`src/rtl/xfer_ctrl_if.sv`:
```
// xfer_ctrl_if: bus between the transfer sequencer, memory A, the add/sub
// datapath and memory B. The Abort line exists only when XFER_CTRL_ABORT_EN
// is defined.
//
// Handshake semantics: Start is a level that the sequencer samples only while
// idle (no valid/ready pairing, no queuing). WEB is a single-cycle write
// strobe that qualifies AddrB. Memory B captures the mux result at the end of
// that cycle. Done is a single-cycle completion pulse. Busy is a plain status
// level.
interface xfer_ctrl_if #(
    parameter int DATA_WIDTH   = 8,
    parameter int ADDR_A_WIDTH = 3,
    parameter int ADDR_B_WIDTH = 2
);
    logic                    Start;
`ifdef XFER_CTRL_ABORT_EN
    logic                    Abort;
`endif
    logic [DATA_WIDTH-1:0]   DataOutA;
    logic [ADDR_A_WIDTH-1:0] AddrA;
    logic [DATA_WIDTH-1:0]   OperandA;
    logic [DATA_WIDTH-1:0]   OperandB;
    logic                    Sign;
    logic                    WEB;
    logic [ADDR_B_WIDTH-1:0] AddrB;
    logic                    Busy;
    logic                    Done;

    // Sequencer side
    modport master (
`ifdef XFER_CTRL_ABORT_EN
        input  Abort,
`endif
        input  Start, DataOutA,
        output AddrA, OperandA, OperandB, Sign, WEB, AddrB, Busy, Done
    );

    // Environment side: memories, datapath, host
    modport slave (
`ifdef XFER_CTRL_ABORT_EN
        output Abort,
`endif
        output Start, DataOutA,
        input  AddrA, OperandA, OperandB, Sign, WEB, AddrB, Busy, Done
    );
endinterface

```
`src/rtl/xfer_ctrl.sv`:
```
// xfer_ctrl: memory-to-memory transfer sequencer.
// For each pair k it reads A[2k] and A[2k+1], presents them as operands, and
// selects SUB when A[2k] >= A[2k+1] (unsigned) and ADD otherwise. It then
// strobes the mux result into B[k]. Each pair takes 5 cycles:
// RD0 -> RD1 -> CAP -> CMP -> WR.
// Optional feature: define XFER_CTRL_ABORT_EN to add the Abort input.
module xfer_ctrl #(
    parameter int DATA_WIDTH   = 8,
    parameter int ADDR_A_WIDTH = 3,
    parameter int ADDR_B_WIDTH = 2,
    parameter int NUM_PAIRS    = 4
) (
    input  logic        Clock,
    input  logic        Reset,
    xfer_ctrl_if.master xfer,
    output logic [2:0]  o_dbg_state
);

    typedef enum logic [2:0] {
        S_IDLE = 3'd0,
        S_RD0  = 3'd1,
        S_RD1  = 3'd2,
        S_CAP  = 3'd3,
        S_CMP  = 3'd4,
        S_WR   = 3'd5,
        S_DONE = 3'd6
    } state_t;

    localparam logic [ADDR_B_WIDTH-1:0] K_LAST = ADDR_B_WIDTH'(NUM_PAIRS - 1);

    state_t                  r_state;
    logic [ADDR_B_WIDTH-1:0] r_k;
    logic [ADDR_A_WIDTH-1:0] r_addr_a;
    logic [ADDR_B_WIDTH-1:0] r_addr_b;
    logic [DATA_WIDTH-1:0]   r_op_a;
    logic [DATA_WIDTH-1:0]   r_op_b;
    logic                    r_sign;
    logic                    r_web;
    logic                    r_busy;
    logic                    r_done;

    logic                    w_abort;
    logic                    w_in_xfer;
    logic [ADDR_B_WIDTH-1:0] w_k_inc;
    logic [ADDR_A_WIDTH-1:0] w_addr_odd;
    logic [ADDR_A_WIDTH-1:0] w_addr_next_even;

`ifdef XFER_CTRL_ABORT_EN
    assign w_abort = xfer.Abort;
`else
    assign w_abort = 1'b0;
`endif

    // Abort only has an effect while a pair is being processed (RD0..WR).
    assign w_in_xfer = (r_state == S_RD0) || (r_state == S_RD1) ||
                       (r_state == S_CAP) || (r_state == S_CMP) ||
                       (r_state == S_WR);

    // AddrA is {k, bit} zero-extended. k never passes NUM_PAIRS-1, so the
    // value always fits.
    assign w_k_inc          = r_k + 1'b1;
    assign w_addr_odd       = ADDR_A_WIDTH'({r_k, 1'b1});
    assign w_addr_next_even = ADDR_A_WIDTH'({w_k_inc, 1'b0});

    // Sequencer FSM: all outputs are registered and set on the edge that
    // enters the state where they must be valid.
    always_ff @(posedge Clock) begin
        if (Reset) begin
            r_state  <= S_IDLE;
            r_k      <= '0;
            r_addr_a <= '0;
            r_addr_b <= '0;
            r_op_a   <= '0;
            r_op_b   <= '0;
            r_sign   <= 1'b0;
            r_web    <= 1'b0;
            r_busy   <= 1'b0;
            r_done   <= 1'b0;
        end else begin
            // Strobes default low and are raised for exactly one state.
            r_web  <= 1'b0;
            r_done <= 1'b0;
            if (w_abort && w_in_xfer) begin
                // Any write already in flight (WR cycle) has happened.
                // Quietly drop back to idle with no completion pulse.
                r_state <= S_IDLE;
                r_k     <= '0;
                r_busy  <= 1'b0;
            end else begin
                case (r_state)
                    S_IDLE: begin
                        if (xfer.Start) begin
                            r_state  <= S_RD0;
                            r_k      <= '0;
                            r_addr_a <= '0;
                            r_busy   <= 1'b1;
                        end
                    end
                    S_RD0: begin
                        // A[2k] is being read. Request A[2k+1] next.
                        r_state  <= S_RD1;
                        r_addr_a <= w_addr_odd;
                    end
                    S_RD1: begin
                        // Read data for A[2k] arrives this cycle.
                        r_state <= S_CAP;
                        r_op_a  <= xfer.DataOutA;
                    end
                    S_CAP: begin
                        // Read data for A[2k+1] arrives this cycle.
                        r_state <= S_CMP;
                        r_op_b  <= xfer.DataOutA;
                    end
                    S_CMP: begin
                        // Operands have been stable for a cycle. Pick SUB on
                        // >= (equality included) and open the write.
                        r_state  <= S_WR;
                        r_sign   <= (r_op_a >= r_op_b);
                        r_web    <= 1'b1;
                        r_addr_b <= r_k;
                    end
                    S_WR: begin
                        if (r_k == K_LAST) begin
                            r_state <= S_DONE;
                            r_k     <= '0;
                            r_busy  <= 1'b0;
                            r_done  <= 1'b1;
                        end else begin
                            r_state  <= S_RD0;
                            r_k      <= w_k_inc;
                            r_addr_a <= w_addr_next_even;
                        end
                    end
                    S_DONE: begin
                        // Start is deliberately not looked at here.
                        r_state <= S_IDLE;
                        r_k     <= '0;
                    end
                    default: begin
                        r_state <= S_IDLE;
                        r_k     <= '0;
                        r_busy  <= 1'b0;
                    end
                endcase
            end
        end
    end

    assign xfer.AddrA    = r_addr_a;
    assign xfer.AddrB    = r_addr_b;
    assign xfer.OperandA = r_op_a;
    assign xfer.OperandB = r_op_b;
    assign xfer.Sign     = r_sign;
    assign xfer.WEB      = r_web;
    assign xfer.Busy     = r_busy;
    assign xfer.Done     = r_done;
    assign o_dbg_state   = r_state;

endmodule
```
`src/flat_wrapper.sv`:
```
// flat-port wrapper written by rule: the top's interface ports become plain ports
module xfer_ctrl_flat 
#(
    parameter int DATA_WIDTH   = 8,
    parameter int ADDR_A_WIDTH = 3,
    parameter int ADDR_B_WIDTH = 2,
    parameter int NUM_PAIRS    = 4
)
  (Clock, Reset, o_dbg_state, xfer_Start, xfer_DataOutA, xfer_AddrA, xfer_OperandA, xfer_OperandB, xfer_Sign, xfer_WEB, xfer_AddrB, xfer_Busy, xfer_Done);
  xfer_ctrl_if #(.DATA_WIDTH(DATA_WIDTH), .ADDR_A_WIDTH(ADDR_A_WIDTH), .ADDR_B_WIDTH(ADDR_B_WIDTH)) xfer_i ();
  input  logic Clock;
  input  logic Reset;
  output logic [2:0] o_dbg_state;
  input wire logic [$bits(xfer_i.Start)-1:0] xfer_Start;
  input wire logic [$bits(xfer_i.DataOutA)-1:0] xfer_DataOutA;
  output wire logic [$bits(xfer_i.AddrA)-1:0] xfer_AddrA;
  output wire logic [$bits(xfer_i.OperandA)-1:0] xfer_OperandA;
  output wire logic [$bits(xfer_i.OperandB)-1:0] xfer_OperandB;
  output wire logic [$bits(xfer_i.Sign)-1:0] xfer_Sign;
  output wire logic [$bits(xfer_i.WEB)-1:0] xfer_WEB;
  output wire logic [$bits(xfer_i.AddrB)-1:0] xfer_AddrB;
  output wire logic [$bits(xfer_i.Busy)-1:0] xfer_Busy;
  output wire logic [$bits(xfer_i.Done)-1:0] xfer_Done;
  assign xfer_i.Start = xfer_Start;
  assign xfer_i.DataOutA = xfer_DataOutA;
  assign xfer_AddrA = xfer_i.AddrA;
  assign xfer_OperandA = xfer_i.OperandA;
  assign xfer_OperandB = xfer_i.OperandB;
  assign xfer_Sign = xfer_i.Sign;
  assign xfer_WEB = xfer_i.WEB;
  assign xfer_AddrB = xfer_i.AddrB;
  assign xfer_Busy = xfer_i.Busy;
  assign xfer_Done = xfer_i.Done;
  xfer_ctrl #(.DATA_WIDTH(DATA_WIDTH), .ADDR_A_WIDTH(ADDR_A_WIDTH), .ADDR_B_WIDTH(ADDR_B_WIDTH), .NUM_PAIRS(NUM_PAIRS)) u_core (.Clock(Clock), .Reset(Reset), .xfer(xfer_i), .o_dbg_state(o_dbg_state));
endmodule
```
`config.mk`:
```
export PLATFORM = sky130hd
export DESIGN_NAME = xfer_ctrl_flat
export DESIGN_NICKNAME = d
export VERILOG_FILES = /design/src/rtl/xfer_ctrl_if.sv /design/src/rtl/xfer_ctrl.sv /design/src/flat_wrapper.sv
export SDC_FILE = /design/constraint.sdc
export NUM_CORES = 1
export LEC_CHECK = 0
export ABC_AREA = 0
export BUFFER_PORTS_ARGS = -buffer_cell sky130_fd_sc_hd__buf_2
export CAP_MARGIN = 20
export CORE_MARGIN = 2
export CORE_UTILIZATION = 40
export DETAILED_ROUTE_END_ITERATION = 8
export SLEW_MARGIN = 5
export SYNTH_ARGS = -nofsm -noshare
export SYNTH_HDL_FRONTEND = slang
export SYNTH_SLANG_ARGS = --single-unit
```
`constraint.sdc`:
```
create_clock -name Clock -period 4.35 [get_ports Clock]
set_input_delay 0.435 -clock Clock [delete_from_list [all_inputs] [get_ports Clock]]
set_output_delay 0.435 -clock Clock [all_outputs]
set_load 0.02 [all_outputs]
```
After elaboration in Yosys (flattened, before gate mapping)

Cells that the tools add are included.
Widths: inputs -> output; s select.

Mux-type cells: 14
Bitwise gates (word level): 3
Add/subtract/negate cells: 1
Reduce and logical (&&, ||, !) cells: 8
Equality and inequality tests: 10
Magnitude comparators: 1

Operators by type and width:

| kind                | number |
|---|---|
| $pmux 3 s6          | 1 |
| $mux 3              | 4 |
| $eq 3x3->1 const B  | 3 |
| $pmux 3 s3          | 1 |
| $ge 8x8->1          | 1 |
| $eq 3x2->1 const B  | 2 |
| $ne 2x2->1 const B  | 3 |
| $pmux 2 s3          | 1 |
| $reduce_and 3->1    | 2 |
| $reduce_or 5->1     | 1 |
| $mux 1              | 4 |
| $mux 2              | 2 |
| $reduce_or 4->1     | 1 |
| $eq 3x1->1 const B  | 1 |
| $logic_not 3->1     | 1 |
| $not 1->1           | 3 |
| $pmux 1 s3          | 1 |
| $reduce_bool 3->1   | 1 |
| $add 2x1->2 const B | 1 |
| $eq 2x2->1 const B  | 1 |
| $reduce_and 2->1    | 1 |
| $reduce_or 2->1     | 1 |

Input bits: 11
Logic and storage cells: 47
Output and inout port bits: 28
Flip-flop bits (word level): 30

Longest topological paths before layout

Depth after elaboration: 4
Mapped depth: 6
Depth with buffers taken out: 6

Worst setup path before layout

Ideal clock, no wire load.

Path kind: reg-to-reg
From: reg u_core.r_op_a[0], in the netlist u_core.xfer.OperandA[0]
To: reg u_core.r_sign, in the netlist u_core.xfer.Sign
Buffers on the path: 0
Required time: 4221 ps
Cell stages (with the launch flop): 7
Clock period less this slack: 1557 ps
Library setup time: 129 ps
Slack: 2793 ps
Arrival: 1428 ps
Cells stage by stage: dfxtp_1 inv_1 ha_1 nand2b_1 a2111oi_0 or4_1 o21ai_0

Longest elaborated chain between the ends: 1

RTL lines:

| item                   | line             | text |
|---|---|---|
| from (decl)            | xfer_ctrl.sv:35  | `logic [DATA_WIDTH-1:0] r_op_a;` |
| from (signal assigned) | xfer_ctrl.sv:107 | `r_op_a <= xfer.DataOutA;` |
| $ge 8x8->1             | xfer_ctrl.sv:118 | `r_sign <= (r_op_a >= r_op_b);` |
| to (signal assigned)   | xfer_ctrl.sv:118 |  |
| to (decl)              | xfer_ctrl.sv:37  | `logic r_sign;` |

Every way passes these cells.
A chain may end at the register's enable or synchronous reset.

Worst setup path after layout

From: reg u_core.r_state[1], in the netlist u_core.o_dbg_state[1]
To: reg u_core.r_op_a[1], in the netlist u_core.xfer.OperandA[1]

Longest elaborated chain between the ends: 1

RTL lines:

| item                   | line            | text |
|---|---|---|
| from (decl)            | xfer_ctrl.sv:31 | `state_t r_state;` |
| from (signal assigned) | xfer_ctrl.sv:69 | `r_state <= S_IDLE;` |
| from (signal assigned) | xfer_ctrl.sv:86 | `r_state <= S_IDLE;` |
| from (signal assigned) | xfer_ctrl.sv:93 | `r_state <= S_RD0;` |
| $eq 3x2->1             | -               |  |

Every way passes these cells.

==> flow_metrics.py <==
metrics = {
    "timing": {
        "fin_skew_ns": 0.00802,
        "rsz0062_at_grt": "false",
        "slew_headroom": 0.328,
        "fin_ws_ns": 2.42,
        "worstMarginPinSlew_ns": 1.00,
        "finalSetupViolations": 0,
        "maxSlewViolCount": 0,
        "fmax_ghz": 0.518,
        "report.final.hold_viol_count": 0,
        "tns_ns": 0,
        "fin_hold_ws_ns": 0.356,
        "fin_crit_sh": 0.444,
        "min_period_ns": 1.93,
    },
    "cts": {
        "cts_resized": 0,
        "htree_levels": 2,
        "cts.clk_slew.worst_paths_ns": 0.09,
        "cts.sinks": 30,
        "cts_buffer_depth": 2,
        "ctsHoldBuffers": 0,
        "cts_buffers": 5,
        "worstSkewPairLatency_ns": 0.33,
        "postCtsSetupRepairBufs": 0,
        "cts_tree": "done",
        "root_buffer": "clkbuf_4",
    },
    "grt": {
        "grt_use_total": 0.175,
        "grt_pass1_wl_mm": 5.40,
        "gr-total-overflow": 0,
        "grt_pass1_vias": 1146,
        "grt_start_max_net_pins": 31,
        "antenna_found_initial": 0,
    },
    "synthesis": {
        "synthCells": 164,
        "async_flop_share": 0,
        "ys.flop_type": "dfxtp_1",
        "yosysWarnings": 0,
        "synth.distinct_cells": 31,
        "netlist_area_sq_um": 1400,
        "yosysSeqAreaShare": 0.429,
        "ys_seq_elements": 30,
        "syn_nets": 184,
        "synth_edf_count": 0,
        "avgSynthCellArea_sq_um": 8.53,
    },
    "critical_path": {
        "end_kind": "flop",
        "rr_startpoint": "u_core.o_dbg_state[1]",
        "cp_max_fo": 13,
        "rrSetupSlack_ns": 2.42,
        "worst_setup_path_start_kind": "flop",
        "crit_type": "flop to flop",
        "critPathLaunch": "u_core.o_dbg_state[1]",
        "rr_worst_depth": 3,
        "reg2reg_to": "u_core.xfer.OperandA[1]",
        "required_ns": 4.55,
        "critical_path_arrival_ns": 2.13,
    },
    "power": {
        "leakagePower_uw": 0.000699,
        "p_clk_frac": 0.294,
        "ir_drop_uv": 181,
        "swShare": 0.287,
        "power.density_nw_per_um2": 332,
        "p_switching_uw": 158,
        "total_power_uw": 551,
        "p_comb_frac": 0.157,
        "seqPwrFrac": 0.549,
        "power_report.internal_total_uw": 393,
    },
    "route": {
        "dr.pass1.iters": 4,
        "ant_nets": 0,
        "via_per_inst": 5.09,
        "post_drt_wl_per_cell_um": 13.2,
        "first_iter_violations": 65,
        "drcViolationCount": 0,
        "vias": 1248,
        "wirelength_mm": 3.23,
    },
    "finish": {
        "syn2layout_area_growth_pct": 18.5,
        "drive_above_1_share": 0.241,
        "antennaDiodeCount": 0,
        "fin_area_sq_um": 1660,
        "final_net_count": 220,
    },
    "floorplanning": {
        "dieArea_sq_um": 3990,
        "core_sq_um": 3340,
        "io_pins": 39,
        "die_h_um": 63.1,
        "initial_utilization": 0.419,
        "rows": 21,
        "die_w_um": 63.1,
    },
    "place": {
        "io_buffers": 38,
        "placedInstanceArea_sq_um": 1610,
        "dpl_worst_slack_ns": 2.42,
        "gp_congestion": 0.792,
        "hpwl_mm": 2.33,
    },
    "status": {
        "status": "complete, no violations",
    },
    "min_path": {
        "hold_path.startpoint": "xfer_DataOutA[3]",
        "holdPathEnd": "u_core.xfer.OperandA[3]",
        "min_path_type": "input port to flop",
        "whs_path_depth": 3,
    },
    "run": {
        "maxCapViolations": 0,
    },
}
-- cell families (layout without fill, tap and decap cells) --
family                   Yosys count  count (layout)  synth area share
multiplexers                       9               9            0.0644
AO/OA/AOI/OAI                     35              35             0.147
AND/OR/NAND/NOR                   60              60             0.211
buffers and inverters             20              55            0.0617
adder cells (fa/ha/maj)            9               9            0.0805
XOR/XNOR                           1               1           0.00626
flip-flops                        30              30             0.429
-- flip-flops by register name, indices dropped and copies added, names as in the netlist --
register	flops
u_core.xfer.WEB	1
u_core.xfer.OperandA	8
u_core.xfer.Busy	1
u_core.xfer.Done	1
u_core.xfer.OperandB	8
u_core.o_dbg_state	3
u_core.r_k	2
u_core.xfer.AddrA	3
u_core.xfer.Sign	1
u_core.xfer.AddrB	2
-- worst max-delay path by stage --
stage / end / cells past startpoint
after global routing: u_core.xfer.OperandA[4] / 3
after global placement: u_core.xfer.OperandA[3] / 3
after floorplan: u_core.xfer.Sign / 6
after CTS: u_core.xfer.OperandA[6] / 3
after detailed placement: u_core.xfer.OperandA[6] / 3
final: u_core.xfer.OperandA[1] / 3
-- critical path: stages (launching register included) --
cell and delay (ns):
dfxtp_1 0.59, nor3b_2 0.88, mux2i_1 0.27, nor2_1 0.05
-- metrics by stage --
| stage | cells | util |
|---|---|---|
| after floorplan | 164 | - |
| after global placement | 239 | 0.481 |
| after detailed placement | 239 | 0.481 |
| final | 245 | 0.497 |
| after global routing | 245 | 0.497 |
| after CTS | 245 | 0.497 |
-- layout by cell type, fill, tap and decap left out, types with 8 or more instances in the layout --
master	synthesis	final
buf_2	3	38
a21oi_1	17	17
mux2i_1	9	9
nor2_1	16	16
inv_1	11	11
nand3_1	8	8
nand2_1	18	18
dfxtp_1	30	30
o21ai_0	9	9
ha_1	9	9
-- Yosys cell counts (2+ instances only) --
cell | number | share of area
a2111oi_0 | 2 | 0.013
nand2b_1 | 5 | 0.022
a21oi_1 | 17 | 0.061
nand2_1 | 18 | 0.048
nor3_1 | 2 | 0.0072
and3_1 | 2 | 0.0089
nor2b_1 | 3 | 0.013
dfxtp_1 | 30 | 0.43
nor3b_1 | 2 | 0.011
o21ai_0 | 9 | 0.032
mux2i_1 | 9 | 0.064
inv_1 | 11 | 0.030
nand3_1 | 8 | 0.029
ha_1 | 9 | 0.081
buf_2 | 3 | 0.011
buf_4 | 2 | 0.011
clkbuf_1 | 3 | 0.0080
nor2_1 | 16 | 0.043
-- cell type report --
cell class,count,area [sq um]
Multi-Input combinational cell,114,717
Clock buffer,6,51.3
Fill cell,337,1680
Inverter,11,41.3
Tap cell,46,57.6
Timing Repair Buffer,38,190
Sequential cell,30,601
-- power by group through the flow --
stage | registers (uW) | clock network [uW] | logic, uW
global placement | 308 | 0 | 85.8
detailed placement | 309 | 0 | 86.9
finish | 303 | 162 | 86.6
global route | 306 | 183 | 97.0
CTS | 303 | 168 | 87.3
floorplan | 315 | 0 | 53.9
-- routing by layer --
metal / wire length [um] / track usage / vias to the layer above
met4: 51 / 0.0611 / 0
li1: - / - / 632
met2: 1440 / 0.271 / 43
met1: 1490 / 0.225 / 567
met3: 246 / 0.0607 / 6
met5: 0 / 0 / -
Power figures use the tool's default switching activity.
